## src/rtl/lfsr_2bit_random.sv

```systemverilog
// ---------------------------------------------------------------------------
// lfsr_2bit_random
//
// Pseudo-random 2-bit value generator for the game logic. Two free-running
// LFSRs advance in the clk domain: LFSR A (16 bit) every cycle and LFSR B
// (15 bit) once every SLOW_DIV cycles. A synchronized rising edge on
// button_pressed captures a 2-bit mix of both LFSRs into rnd, which then holds
// until the next press.
//
// Parameters:
//   SEED_A   - reset value of LFSR A (0 is replaced by 16'h0001)
//   SEED_B   - reset value of LFSR B (0 is replaced by 15'h0001)
//   SLOW_DIV - LFSR B advance period in clk cycles, legal range 1..255
//
// Ports:
//   clk            in   system clock, all state updates on its rising edge
//   rst_n          in   synchronous reset, active HIGH despite the name
//   button_pressed in   asynchronous button level
//   rnd            out  registered random value, latched on each press
//   rnd_valid      out  (only with LFSR_RNG_VALID_EN defined) one-cycle pulse
//                       coincident with each new rnd value
//
// Optional feature macro: LFSR_RNG_VALID_EN
// ---------------------------------------------------------------------------
module lfsr_2bit_random #(
    parameter logic [15:0] SEED_A   = 16'hACE1,
    parameter logic [14:0] SEED_B   = 15'h1234,
    parameter int unsigned SLOW_DIV = 3
) (
    input  logic       clk,
    input  logic       rst_n,
    input  logic       button_pressed,
    output logic [1:0] rnd
`ifdef LFSR_RNG_VALID_EN
    ,
    output logic       rnd_valid
`endif
);

    // An all-zero seed would lock the LFSR, so substitute 1.
    localparam logic [15:0] RST_A    = (SEED_A == 16'h0000) ? 16'h0001 : SEED_A;
    localparam logic [14:0] RST_B    = (SEED_B == 15'h0000) ? 15'h0001 : SEED_B;
    localparam logic [7:0]  DIV_LAST = 8'(SLOW_DIV - 1);

    logic [15:0] lfsr_a_q, lfsr_a_d;
    logic [14:0] lfsr_b_q, lfsr_b_d;
    logic [7:0]  div_cnt_q, div_cnt_d;
    logic        sync1_q, sync2_q, edge_q;
    logic [1:0]  rnd_q, rnd_d;
    logic        fb_a, fb_b;
    logic        div_last;
    logic        press;

    always_comb begin
        fb_a     = lfsr_a_q[15] ^ lfsr_a_q[13] ^ lfsr_a_q[12] ^ lfsr_a_q[10];
        fb_b     = lfsr_b_q[14] ^ lfsr_b_q[13];
        div_last = (div_cnt_q == DIV_LAST);
        press    = sync2_q & ~edge_q;

        div_cnt_d = div_last ? 8'd0 : div_cnt_q + 8'd1;

        // Lock-up guard: an all-zero register reloads 1 instead of shifting.
        lfsr_a_d = (lfsr_a_q == 16'h0000) ? 16'h0001 : {lfsr_a_q[14:0], fb_a};

        lfsr_b_d = lfsr_b_q;
        if (lfsr_b_q == 15'h0000) begin
            lfsr_b_d = 15'h0001;
        end else if (div_last) begin
            lfsr_b_d = {lfsr_b_q[13:0], fb_b};
        end

        // Mix uses the current (pre-update) register values.
        rnd_d = rnd_q;
        if (press) begin
            rnd_d = {lfsr_a_q[15] ^ lfsr_b_q[14], lfsr_a_q[0] ^ lfsr_b_q[0]};
        end
    end

    always_ff @(posedge clk) begin
        if (rst_n) begin
            lfsr_a_q  <= RST_A;
            lfsr_b_q  <= RST_B;
            div_cnt_q <= 8'd0;
            sync1_q   <= 1'b0;
            sync2_q   <= 1'b0;
            edge_q    <= 1'b0;
            rnd_q     <= 2'b00;
        end else begin
            lfsr_a_q  <= lfsr_a_d;
            lfsr_b_q  <= lfsr_b_d;
            div_cnt_q <= div_cnt_d;
            sync1_q   <= button_pressed;
            sync2_q   <= sync1_q;
            edge_q    <= sync2_q;
            rnd_q     <= rnd_d;
        end
    end

    assign rnd = rnd_q;

`ifdef LFSR_RNG_VALID_EN
    logic valid_q;

    always_ff @(posedge clk) begin
        if (rst_n) begin
            valid_q <= 1'b0;
        end else begin
            valid_q <= press;
        end
    end

    assign rnd_valid = valid_q;
`endif

endmodule

```

## config.mk

```make
export PLATFORM = sky130hd
export DESIGN_NAME = lfsr_2bit_random
export DESIGN_NICKNAME = d
export VERILOG_FILES = /design/src/rtl/lfsr_2bit_random.sv
export SDC_FILE = /design/constraint.sdc
export NUM_CORES = 1
export LEC_CHECK = 0
export ABC_AREA = 0
export BUFFER_PORTS_ARGS = -buffer_cell sky130_fd_sc_hd__buf_2
export CELL_PAD_IN_SITES_DETAIL_PLACEMENT = 2
export CELL_PAD_IN_SITES_GLOBAL_PLACEMENT = 2
export CORE_AREA = 2 2 67 69
export CTS_CLUSTER_DIAMETER = 200
export DETAILED_ROUTE_END_ITERATION = 7
export DIE_AREA = 0 0 69 71
export PLACE_DENSITY = 0.78
export RECOVER_POWER = 100
export SLEW_MARGIN = 20
export SYNTH_ARGS = -nofsm -noshare
export SYNTH_HDL_FRONTEND = slang
export SYNTH_SLANG_ARGS = --single-unit
```

## constraint.sdc

```tcl
create_clock -name clk -period 2.7 [get_ports clk]
set_clock_uncertainty 0.15 [all_clocks]
set_input_delay 0.54 -clock clk [delete_from_list [all_inputs] [get_ports clk]]
set_output_delay 0.54 -clock clk [all_outputs]
set_load 0.005 [all_outputs]
```

* After elaboration in Yosys (flattened, before gate mapping) *
Index checks and enable logic that the tools add are counted.

word-level totals
  logic and storage cells = 28
  output and inout port bits = 2
  register bits after elaboration = 44
  input bits = 3

cells by class
  multiplexer cells = 3
  reductions and logical operators = 6
  bitwise operators = 8
  add/sub/neg operators = 1
  equality and inequality tests = 1

operators by type and width
  operator             number
  $mux 13              2
  $logic_not 16->1     1
  $mux 16              1
  $logic_not 15->1     1
  $add 8x1->8 const B  1
  $eq 8x2->1 const B   1
  $reduce_or 2->1      3
  $xor 1x1->1          6
  $reduce_bool 2->1    1
  $and 1x1->1          1
  $not 1->1            1

* Depth between registers and ports, before layout *
  word-level depth = 4
  gate-level depth with buffers = 6
  gate-level depth less buffers = 5

* Worst setup path after synthesis *
No wires, ideal clock.

  path type = register -> register
  start point = register div_cnt_q[0]
  end point = register lfsr_b_q[10]
  library setup time = 130 ps
  data required time = 2420 ps
  path slack = 1088 ps
  buffers on the path = 1
  stages on the path, launching flop included = 7
  arrival = 1332 ps
  period minus slack after synthesis = 1612 ps
  cells stage by stage = dfxtp_1 -> inv_1 -> ha_1 -> or4b_4 -> buf_6 -> o21ai_0 -> a21oi_1

between the ends
  longest elaborated chain between the ends = 1

ends and longest elaborated chain
  item                    RTL line  text
  from (decl)             47        logic [7:0] div_cnt_q, div_cnt_d;
  from (signal assigned)  91        div_cnt_q <= div_cnt_d;
  $eq 8x2->1              57        div_last = (div_cnt_q == DIV_LAST);
  to (signal assigned)    90        lfsr_b_q <= lfsr_b_d;
  to (decl)               46        logic [14:0] lfsr_b_q, lfsr_b_d;

No other way between the ends.
A chain may end at the register's enable or synchronous reset.

* Worst setup path in the final report *
  start point = register div_cnt_q[0]
  end point = register lfsr_b_q[6]

The elaborated chain is that of the path after synthesis.

==> out/metrics.cfg <==
[run_status]
status = complete, no violations

[global_routing]
grt_max_degree = 24
grt_pass1_wl_um = 6730
antenna_found_initial = 0
grt-ovfl-total = 0
track_usage_pct = 17.4
grt_pass1_vias = 1341

[critical_path]
crit_slowest_cell = nor4b_2
r2r-start = div_cnt_q[0]
worstPathArrival_ns = 2.20
cp.required_ns = 2.78
path_class = reg -> reg
path_cells = inv_1 -> ha_1 -> nor4b_2 -> clkbuf_1 -> nand3_1 -> a21oi_1
cp_max_fo = 9
reg2reg_depth = 6
slowest_delay_ns = 0.63
cpLargestDelayFamily = simple AND/OR/NAND/NOR gates
critPathLaunchType = register
crit_buf_inv = 2
reg2reg_setup_slack_ns = 0.58
worstReg2RegEnd = lfsr_b_q[6]
worst_setup_path_end_kind = register

[route]
finalWirelength_um = 3930
via_per_inst = 5.51
num_vias = 1257
drt_iter0_markers = 83
wl_per_cell_um = 17.2
drt_pass1_iterations = 4
drc = 0
detail-route-antenna-nets = 0

[clock_network]
clock-root-buffer = clkbuf_8
ctsHoldBuffers = 0
cts_tree = done
clkSlewWorstSetupHoldPaths_ns = 0.08
h-tree-depth = 2
cts_sinks = 44
cts-buffers-inserted = 5
cts-resized-gates = 0
clk_latency_ns = 0.30
post_cts.repair.setup_buffers = 0
cts.path.max_buffers = 2

[floorplanning]
core_um2 = 4200
initial_core_util_pct = 39.6
num_io_pins = 5
die_h_um = 71
placementRows = 24
die_area_um2 = 4900
fp.dieW_um = 69

[synthesis]
synth_xor_area_share_pct = 4.74
ys_top_cells_by_area = dfxtp_1 53%, nand3_1 3.9%, a21oi_1 3.6%, o21ai_0 3.3%, nor4_1 2.6%
syn_area_um2 = 1660
synth_most_common_cell = dfxtp_1
synth.mux.area_fraction_pct = 0
synth-simple-area-share_pct = 22.1
ys_types = 32
synth_compound_area_share_pct = 14.5
ys_ff_latch = 44
synth_nets = 176
avgSynthCellArea_um2 = 9.72
synth_fa_ha_area_share_pct = 1.50
yosysSeqAreaShare_pct = 53.0
synth_top_family_by_area = simple AND/OR/NAND/NOR gates
synthArstFlopShare_pct = 0
synth_top_cell_area_share_pct = 53.0
yosysTopAreaCell = dfxtp_1
synth_edf_count = 0
synthTopCellsByCount = 44 x dfxtp_1, 13 x nand3_1, 12 x a21oi_1
synth_top_flop_cell = dfxtp_1
yosys_warnings = 0
synth_cells = 171

[pwr]
power_frac_clock_pct = 30.7
internal_power_w = 0.000941
power_frac_seq_pct = 58.0
swShare_pct = 27.9
power.combinational.fraction_pct = 11.3
p_leak_nw = 0.672
power_density_nw_per_um2 = 733
p_sw_w = 0.000363
vdd_drop_max_v = 0.000226

[finish]
diodes = 0
fill_cells = 456
area_growth_pct = 7.00
layout.cells.non_filler = 228
design_area_um2 = 1780
drive_gt1_share_pct = 10.8
nNetsFinal = 181

[min_path]
hold_path_depth = 1
worstHoldStart = lfsr_a_q[9]
min_path_type = reg -> reg
holdPathEnd = lfsr_a_q[10]

[sta]
fin_crit_sh_pct = 78.6
worstMarginPinSlew_ns = 0.958
min_period_ns = 2.12
setup_tns_ns = 0
setup_viol = 0
fmax_ghz = 0.471
slew_viol_final = 0
maxSlewHeadroom_pct = 36.1
rsz0062_at_grt = no
hold_viol_final = 0

[place]
gp_congestion = 0.782
place_inst = 221
placed_cell_area_um2 = 1720
dp_hpwl_um = 2870
portBuffers = 4

[flow_run]
maxCapViolCount = 0

[cells by family (layout without fill, tap and decap cells)]
family                   count (synthesis)  count (layout)
AND/OR/NAND/NOR                         61              61
flip-flops                              44              44
adder cells (fa/ha/maj)                  2               2
AO/OA/AOI/OAI                           41              41
XOR/XNOR                                 9               9
buffers and inverters                   14              19
[power groups by stage]
stage          logic (W)  clock network, W  registers, W
6_report        0.000147          0.000401      0.000756
3_5_place_dp    0.000157                 0      0.000773
2_1_floorplan   0.000132                 0      0.000750
3_3_place_gp    0.000146                 0      0.000765
5_1_grt         0.000169          0.000444      0.000765
4_1_cts         0.000158          0.000415      0.000758
[worst max-delay path by stage]
stage                             from  slack [ns]           end  cells after the start
final                     div_cnt_q[0]        0.58   lfsr_b_q[6]                      6
after global routing      div_cnt_q[0]        0.41   lfsr_b_q[6]                      6
after CTS                 div_cnt_q[0]        0.80  lfsr_b_q[12]                      5
after detailed placement  div_cnt_q[1]        0.81  lfsr_b_q[12]                      4
after global placement    div_cnt_q[0]        0.95  lfsr_b_q[12]                      5
after floorplan           div_cnt_q[0]        1.09  lfsr_b_q[10]                      6
[cell usage in the layout, fill, tap and decap left out, types with 5 or more instances in the layout]
cell type,Yosys,layout
dfxtp_1,44,44
or2_2,7,7
nor2b_1,6,6
nor2_1,8,8
clkbuf_8,0,5
xor2_1,5,5
a31oi_1,6,6
o31ai_1,5,5
a21oi_1,12,12
o21ai_0,11,11
inv_1,6,6
nor4_1,7,7
nand3_1,13,13
and2_0,0,6
[through the flow]
step	total power, W	setup WS, ns	hold WS, ns	util, %
detailed placement	0.000930	0.812	0.285	40.8
global route	0.00138	0.408	0.310	42.3
floorplan	0.000882	1.09	0.264	-
finish	0.00130	0.578	0.305	42.3
CTS	0.00133	0.804	0.302	42.8
global placement	0.000911	0.948	0.274	40.8
[routing by layer]
metal	global-route usage (%)	part of all wire (%)	vias to the layer above
met2	29.8	51	20
met4	5.23	1.3	0
li1	-	-	612
met3	4.27	3.5	7
met1	21.8	44	618
met5	0	0	-
[cell type report]
cell class / count / area, µm² / share of cell area [%]
inverters: 6 / 22.5 / 1.27
clock buffers: 5 / 68.8 / 3.87
multi-input cells: 113 / 701 / 39.4
well taps: 52 / 65.1 / 3.66
flip-flops and latches: 44 / 881 / 49.5
clock inverters: 2 / 12.5 / 0.703
repair buffers: 6 / 28.8 / 1.62
[state kept, by name, indices dropped and copies added (netlist names)]
| name | count |
|---|---|
| lfsr_a_q | 16 |
| lfsr_b_q | 15 |
| div_cnt_q | 8 |
| rnd | 2 |
| edge_q | 1 |
| sync1_q | 1 |
| sync2_q | 1 |
[worst reg2reg max path, cell delays in order (launching register included)]
cell and delay (ns):
dfxtp_1 0.35, inv_1 0.07, ha_1 0.15, nor4b_2 0.63
clkbuf_1 0.41, nand3_1 0.15, a21oi_1 0.15
Power figures use the tool's default switching activity.
